`src/rtl/tdm_pkg.sv`:
```
// tdm_pkg: shared frame-sync types and sizes for the tdm_mux4 / tdm_demux4 pair.
`default_nettype none

package tdm_pkg;
    localparam int NSLOT  = 4;
    localparam int SLOT_W = 2;
    localparam int GCNT_W = 3;

    typedef enum logic [1:0] {
        HUNT   = 2'd0,
        VERIFY = 2'd1,
        LOCKED = 2'd2
    } tdm_state_e;

    typedef logic [SLOT_W-1:0] slot_t;
endpackage

`default_nettype wire

```
`src/rtl/tdm_sync_fsm.sv`:
```
// tdm_sync_fsm: frame-sync tracker (state, good-sync counter, slot index) for the 4-slot TDM receiver.
`default_nettype none

module tdm_sync_fsm
    import tdm_pkg::*;
#(
    parameter int LOCK_CNT = 2
) (
    input  logic       clk,
    input  logic       rst_n,
    input  logic       valid_i,
    input  logic       fsync_i,
    output tdm_state_e state_o,
    output slot_t      slot_o,
    output logic       restart_o,
    output logic       wr_en_o,
    output logic       discard_o,
    output logic       frame_done_o,
    output logic       sync_err_o
);
    localparam logic [GCNT_W-1:0] LOCK_CNT_C = GCNT_W'(LOCK_CNT);

    tdm_state_e        state_q, state_d;
    slot_t             slot_q, slot_d;
    logic [GCNT_W-1:0] cnt_q, cnt_d;
    logic              emit_q, emit_d;
    logic [GCNT_W-1:0] cnt_inc;

    assign cnt_inc = cnt_q + GCNT_W'(1);

    always_ff @(posedge clk or negedge rst_n) begin
        if (!rst_n) begin
            state_q <= HUNT;
            slot_q  <= '0;
            cnt_q   <= '0;
            emit_q  <= 1'b0;
        end else begin
            state_q <= state_d;
            slot_q  <= slot_d;
            cnt_q   <= cnt_d;
            emit_q  <= emit_d;
        end
    end

    // emit_q marks a frame whose slot 0 was accepted while already LOCKED;
    // the frame started by the lock-qualifying sync is never output.
    always_comb begin
        state_d      = state_q;
        slot_d       = slot_q;
        cnt_d        = cnt_q;
        emit_d       = emit_q;
        restart_o    = 1'b0;
        wr_en_o      = 1'b0;
        discard_o    = 1'b0;
        frame_done_o = 1'b0;
        sync_err_o   = 1'b0;
        if (valid_i) begin
            case (state_q)
                HUNT: begin
                    if (fsync_i) begin
                        restart_o = 1'b1;
                        slot_d    = slot_t'(1);
                        cnt_d     = GCNT_W'(1);
                        emit_d    = 1'b0;
                        state_d   = (LOCK_CNT == 1) ? LOCKED : VERIFY;
                    end
                end
                VERIFY: begin
                    if (fsync_i) begin
                        restart_o = 1'b1;
                        slot_d    = slot_t'(1);
                        emit_d    = 1'b0;
                        if (slot_q == '0) begin
                            cnt_d = cnt_inc;
                            if (cnt_inc >= LOCK_CNT_C) state_d = LOCKED;
                        end else begin
                            cnt_d = GCNT_W'(1);
                        end
                    end else if (slot_q == '0) begin
                        discard_o = 1'b1;
                        state_d   = HUNT;
                        slot_d    = '0;
                        cnt_d     = '0;
                    end else begin
                        wr_en_o = 1'b1;
                        slot_d  = slot_q + slot_t'(1);
                    end
                end
                LOCKED: begin
                    if (fsync_i) begin
                        sync_err_o = (slot_q != '0);
                        restart_o  = 1'b1;
                        slot_d     = slot_t'(1);
                        emit_d     = 1'b1;
                    end else if (slot_q == '0) begin
                        sync_err_o = 1'b1;
                        discard_o  = 1'b1;
                        state_d    = HUNT;
                        slot_d     = '0;
                        cnt_d      = '0;
                        emit_d     = 1'b0;
                    end else begin
                        wr_en_o      = 1'b1;
                        slot_d       = slot_q + slot_t'(1);
                        frame_done_o = (slot_q == slot_t'(NSLOT - 1)) && emit_q;
                    end
                end
                default: begin
                    state_d = HUNT;
                    slot_d  = '0;
                    cnt_d   = '0;
                    emit_d  = 1'b0;
                end
            endcase
        end
    end

    assign state_o = state_q;
    assign slot_o  = slot_q;
endmodule

`default_nettype wire

```
`src/rtl/tdm_demux4.sv`:
```
// tdm_demux4: 4-slot serial TDM receiver; frame-sync tracking plus slot capture into a parallel frame.
`default_nettype none

module tdm_demux4
    import tdm_pkg::*;
#(
    parameter int LOCK_CNT = 2
) (
    input  logic              clk,
    input  logic              rst_n,
    input  logic              din_valid,
    input  logic              din,
    input  logic              fsync,
    output logic [NSLOT-1:0]  dout,
    output logic              dout_valid,
    output logic [SLOT_W-1:0] slot,
    output logic              locked,
    output logic              sync_err
);
    // Assert asynchronously, release on a clock edge.
    logic [1:0] rst_sync_q;
    logic       rst_int_n;

    always_ff @(posedge clk or negedge rst_n) begin
        if (!rst_n) rst_sync_q <= 2'b00;
        else        rst_sync_q <= {rst_sync_q[0], 1'b1};
    end

    assign rst_int_n = rst_sync_q[1];

    tdm_state_e       state_w;
    slot_t            slot_w;
    logic             restart_w, wr_en_w, discard_w, frame_done_w, sync_err_w;
    logic [NSLOT-1:0] frame_q, frame_d;
    logic [NSLOT-1:0] dout_q, dout_d;
    logic             dout_valid_q, sync_err_q;

    tdm_sync_fsm #(
        .LOCK_CNT (LOCK_CNT)
    ) u_sync (
        .clk          (clk),
        .rst_n        (rst_int_n),
        .valid_i      (din_valid),
        .fsync_i      (fsync),
        .state_o      (state_w),
        .slot_o       (slot_w),
        .restart_o    (restart_w),
        .wr_en_o      (wr_en_w),
        .discard_o    (discard_w),
        .frame_done_o (frame_done_w),
        .sync_err_o   (sync_err_w)
    );

    always_comb begin
        frame_d = frame_q;
        dout_d  = dout_q;
        if (discard_w) begin
            frame_d = '0;
        end else if (restart_w) begin
            frame_d = {{(NSLOT-1){1'b0}}, din};
        end else if (wr_en_w) begin
            frame_d[slot_w] = din;
        end
        if (frame_done_w) dout_d = {din, frame_q[NSLOT-2:0]};
    end

    always_ff @(posedge clk or negedge rst_int_n) begin
        if (!rst_int_n) begin
            frame_q      <= '0;
            dout_q       <= '0;
            dout_valid_q <= 1'b0;
            sync_err_q   <= 1'b0;
        end else begin
            frame_q      <= frame_d;
            dout_q       <= dout_d;
            dout_valid_q <= frame_done_w;
            sync_err_q   <= sync_err_w;
        end
    end

    assign dout       = dout_q;
    assign dout_valid = dout_valid_q;
    assign slot       = slot_w;
    assign locked     = (state_w == LOCKED);
    assign sync_err   = sync_err_q;
endmodule

`default_nettype wire

```
`config.mk`:
```
export PLATFORM = sky130hd
export DESIGN_NAME = tdm_demux4
export DESIGN_NICKNAME = d
export VERILOG_FILES = /design/src/rtl/tdm_pkg.sv /design/src/rtl/tdm_sync_fsm.sv /design/src/rtl/tdm_demux4.sv
export SDC_FILE = /design/constraint.sdc
export NUM_CORES = 1
export LEC_CHECK = 0
export CAP_MARGIN = 20
export CORE_MARGIN = 2
export CORE_UTILIZATION = 39
export DETAILED_ROUTE_END_ITERATION = 8
export SKIP_LAST_GASP = 1
export SYNTH_ARGS = -nofsm -noshare
export SYNTH_HDL_FRONTEND = slang
export SYNTH_HIERARCHICAL = 1
export SYNTH_SLANG_ARGS = --single-unit
```
`constraint.sdc`:
```
create_clock -name clk -period 1.9 [get_ports clk]
set_input_delay 0.38 -clock clk [delete_from_list [all_inputs] [get_ports clk]]
set_output_delay 0.38 -clock clk [all_outputs]
set_load 0.01 [all_outputs]
```
# Word level (Yosys, flattened, before mapping)

Index checks and enable logic that the tools add are counted.
W data, S select, Z words.

Flip-flop bits (word level): 20
Input port bits: 5

Muxes and demuxes: 44
Reduce and logical (&&, ||, !) cells: 13
Add/sub/neg operators: 2
Order comparisons: 3
Eq/ne operators: 9

Operators by type and width:

| cell                  | count |
|---|---|
| $mux W1               | 22 |
| $mux W2               | 8 |
| $mux W3               | 5 |
| $mux W4               | 3 |
| $ne A3 B2 Y1 const B  | 3 |
| $pmux W3 S3           | 1 |
| $pmux W2 S3           | 1 |
| $reduce_and A3 Y1     | 2 |
| $reduce_and A5 Y1     | 1 |
| $bwmux W4             | 1 |
| $eq A2 B2 Y1 const B  | 2 |
| $logic_not A2 Y1      | 2 |
| $ne A2 B2 Y1 const B  | 2 |
| $pmux W2 S2           | 1 |
| $reduce_or A2 Y1      | 2 |
| $add A3 B1 Y3 const B | 1 |
| $ge A3 B2 Y1 const B  | 1 |
| $lt A2 B3 Y1 const B  | 1 |
| $reduce_bool A3 Y1    | 1 |
| $reduce_or A3 Y1      | 1 |
| $add A2 B1 Y2 const B | 1 |
| $demux W1 S2          | 1 |
| $eq A2 B1 Y1 const B  | 1 |
| $ge A2 B1 Y1 const B  | 1 |
| other kinds (5)       | 6 |

# Depth between registers and ports, before layout

Depth after elaboration: 8
Depth in mapped cells: 8
Mapped depth without buffers: 8

# By module

Netlist, hierarchy kept.

Modules (own cells, without submodules):

| module       | times used | cells each | area an instance (µm²) | sequential area each (µm²) |
|---|---|---|---|---|
| tdm_sync_fsm | 1          | 83         | 733.2                  | 200.2 |
| tdm_demux4   | 1          | 28         | 425.4                  | 275.3 |

# Least setup slack after synthesis

No wires, ideal clock.

Path kind: register to register
Start point: reg u_sync.slot_q[1] (netlist: u_sync/slot_o[1])
End point: reg frame_q[0]
Arrival: 1.812 ns
Stages on the path, launching flop included: 9
Clock period less this slack: 1.937 ns
Path slack: -0.037 ns
Library setup time: 0.125 ns
Path buffers: 0
Cells stage by stage: dfrtp_1 > inv_1 > ha_1 > inv_1 > ha_1 > and3_1 > nor3b_2 > nor3_2 > mux2_2

Elaborated cells on any way between the ends: 19

RTL lines:

| element                             | line                                   | RTL |
|---|---|---|
| from (decl)                         | tdm_sync_fsm.sv:24                     | `slot_t slot_q, slot_d;` |
| from (signal assigned)              | tdm_sync_fsm.sv:39                     | `slot_q <= slot_d;` |
| $logic_not A2 Y1                    | tdm_sync_fsm.sv:79, tdm_sync_fsm.sv:95 |  |
| $mux W1                             | tdm_sync_fsm.sv:79, tdm_sync_fsm.sv:95 |  |
| $mux W1                             | tdm_sync_fsm.sv:69                     | `if (fsync_i) begin` |
| $mux W1                             | n/a                                    |  |
| $mux W1                             | tdm_sync_fsm.sv:57                     | `if (valid_i) begin` |
| via wr_en_w                         | tdm_demux4.sv:33                       | `logic restart_w, wr_en_w, discard_w, frame_done_w, sync_err_w;` |
| $reduce_bool A3 Y1 (no source line) | n/a                                    |  |
| to (signal assigned)                | tdm_demux4.sv:74                       | `frame_q <= frame_d;` |
| to (decl)                           | tdm_demux4.sv:34                       | `logic [NSLOT-1:0] frame_q, frame_d;` |

The timed path passes the listed nets, and every way through them passes these cells. The select of a mux whose other input is x is not followed.
A chain may end at the register's enable or synchronous reset.

# Worst setup path after layout

Start point: reg u_sync.slot_q[0] (netlist: u_sync/slot_o[0])
End point: reg frame_q[0]

The elaborated chain is that of the path after synthesis.

==> flow_summary_export.csv <==
group,metric,value,unit
status,run_status,"finished clean",
yosys,synthCells,111,
yosys,net_count_of_the_mapped_netlist,128,
sta,postLayoutSetupSlackWorst,0.106,ns
sta,max_slew_violation_total_from_the_final_report,0,
routing,detail_route.first_pass.iterations,4,
yosys,cell_types_occupying_the_most_area_after_synthesis,"dfrtp_1, ha_1, mux2_2",
setup_path,crit_family,"flip-flops",
die,ioPinCount,14,
sta,fin_crit_sh,0.944,
routing,routed-via-count,905,
sta,rsz0062_at_grt,"false",
global_routing,grt_first_pass_wirelength,4030,um
finish,layoutNonFillerInstCount,173,
setup_path,critPathSlowestCell,"dfrtp_2",
clock_network,clk_latency,0.29,ns
sta,slew_headroom,0.553,
finish,finish.instance_area,0.00147,mm2
setup_path,startpoint_type,"flop",
clock_network,postCtsSetupRepairBufs,0,
yosys,synth_top_flop_cell,"dfrtp_1",
clock_network,clkTransAtPathRegs,0.11,ns
placement,placement.io_buffers,13,
die,fp.dieArea,0.00342,mm2
global_routing,via_count_of_the_first_global_routing_pass,892,
sta,final_count_of_negative_setup_slack_endpoints,0,
setup_path,critPathMostFrequentCell,"inv_1",
sta,clock_skew,0.00716,ns
yosys,yosysWarnings,6,
die,die_w,58.5,um
global_routing,globalRouteTotalUtil,0.157,
sta,finalWorstPathRequiredPeriod,1.79,ns
global_routing,grt_start_max_net_pins,18,
routing,drc_errors,0,
setup_path,slowest_delay,0.42,ns
finish,fin_nets,160,
pwr,ir_drop,0.677,mV
routing,postRouteAntennaNets,0,
setup_path,worst-endpoint-required,2.09,ns
die,initial_core_util,0.417,
routing,post_drt_via_cell_ratio,5.23,
placement,placement.setup.worst_slack,-0.133,ns
finish,postLayoutCoreUtil,0.528,
die,fp.dieH,58.5,um
setup_path,timing.critical_path.fanout_max,2,
placement,placedInstanceArea,0.00144,mm2
yosys,synth.top_cell.area_share,0.410,
yosys,share_of_the_yosys_chip_area_belonging_to_registers,0.410,
routing,drt_wl_total,2330,um
sta,timing.hold.ws,0.236,ns
pwr,power,1.72,mW
routing,detail_route.iter0.violations,22,
yosys,syn_avg_cell_area,10.4,um2
yosys,synth_enable_flop_cells,0,
finish,antenna-diode-count,0,
sta,finalHoldViolations,0,
finish,mostFrequentLayoutCell,"buf_4",
yosys,post-synth-top-area-cell,"dfrtp_1",
finish,layout.cells.most_common_list,"buf_4, dfrtp_1, clkdlybuf4s50_1",
setup_path,worstPathBufferInverterCount,2,
global_routing,global_route_overflow,0,
clock_network,tritoncts.num_buffers,3,
setup_path,reg2reg_from,"u_sync/slot_o[0]$_DFFE_PN0P_",
setup_path,setup.worst_path.start,"u_sync/slot_o[0]$_DFFE_PN0P_",
pwr,p_leak,0.719,nW
yosys,yosys.cell_types.count,42,
routing,routedWlPerCell,13.4,um
yosys,syn_area,0.00116,mm2
clock_network,clk_path_buf_depth,2,
setup_path,crit_path_end_kind,"flop",
die,placeableCoreArea,0.00278,mm2
yosys,register_bit_total_from_synthesis,19,
global_routing,antenna_found_initial,0,
setup_path,criticalPathCategory,"flop to flop",
placement,placed_instances,169,
die,core.rowCount,19,
yosys,synth_async_sr_flop_share,1.00,
placement,gp_routability_congestion,0.824,
sta,fmaxAchievable,0.557,GHz
pwr,powerDensity,1170,mW/mm2
finish,syn2layout_area_growth,26.8,%
clock_network,clockRootBuffer,"clkbuf_4",
job,cap_viol_max_count,0,
setup_path,worstPathArrival,1.99,ns
finish,fraction_of_layout_cells_with_a_size_suffix_above_1,0.254,
sta,fin_setup_tns,0,ns
setup_path,path_cells,"inv_1 > ha_2 > inv_1 > ha_1 > and3_1 > nor3b_2 > nor3_2 > mux2_2",
hold_path,class_of_the_worst_hold_path,"input port to asynchronous set/reset pin",
clock_network,clock_tree_from_tritoncts,"done",
clock_network,htreeDepth,1,
placement,dp_hpwl,1840,um
clock_network,cts.sink_count,19,
sta,max_slew.worst_pin.slew,0.671,ns
==> Yosys cell counts (all sizes together), types with 2 or more instances <==
| master | count |
|---|---|
| nand4 | 2 |
| nor2 | 4 |
| nor2b | 3 |
| ha | 12 |
| nand2 | 6 |
| mux2i | 2 |
| o21ai | 5 |
| buf | 2 |
| o21a | 3 |
| nand3b | 2 |
| a21oi | 2 |
| dfrtp | 19 |
| inv | 10 |
| nand2b | 3 |
| and3 | 4 |
| nor3 | 7 |
| mux2 | 6 |
==> sequential cells by signal, indices dropped and copies added, names as in the netlist <==
signal	cells
rst_sync_q	2
u_sync/state_o	2
u_sync/cnt_q	3
frame_q	3
dout	4
sync_err	1
u_sync/slot_o	2
dout_valid	1
u_sync/emit_q	1
==> final cells by class <==
class                   instances  area, um2
inverters                      10       37.5
well taps                      31       38.8
fillers                       273       1310
flip-flops and latches         19        479
multi-input cells              79        628
clock inverters                 1       5.00
clock buffers                   3       22.5
repair buffers                 30        258
==> report_power, final <==
group / switching [mW] / internal [mW] / total, mW
combinational: 0.479 / 0.468 / 0.948
clock: 0.124 / 0.0783 / 0.202
sequential: 0.0758 / 0.491 / 0.567
==> worst paths after layout <==
path | to | slack [ns] | cells after the start
worst min-delay path | rst_sync_q[0]$_DFF_PN0_ | 0.24 | 1
worst min register to register | u_sync/cnt_q[0]$_DFFE_PN0P_ | 0.28 | 0
worst max register to register | frame_q[0]$_DFFE_PN0P_ | 0.11 | 8
worst max-delay path | frame_q[0]$_DFFE_PN0P_ | 0.11 | 8
max in group asynchronous | u_sync/state_o[1]$_DFFE_PN0P_ | 1.15 | 0
min in group clk | rst_sync_q[1]$_DFF_PN0_ | 0.36 | 0
==> metal layers <==
| metal | global-route usage | share of wire |
|---|---|---|
| met1 | 0.192 | 0.46 |
| met2 | 0.276 | 0.50 |
| met3 | 0.0396 | 0.032 |
| met4 | 0.0399 | 0.0073 |
| met5 | 0 | 0 |
==> logic make-up (layout without fill, tap and decap cells) <==
kind of cell	Yosys count	after routing	share of synthesized area
flip-flops	19	19	0.410
AND/OR/NAND/NOR	37	37	0.206
multiplexers	8	8	0.0756
AO/OA/AOI/OAI	21	21	0.125
adder cells (fa/ha/maj)	12	12	0.130
other	1	1	0.00324
buffers and inverters	13	44	0.0497
==> timing repair <==
action,in CTS,in global routing
endpoints found under the hold margin,0,0
resized for setup,0,1
setup endpoints to repair,0,1
hold buffers,0,0
Note: power is estimated with default switching activity, not from simulation.
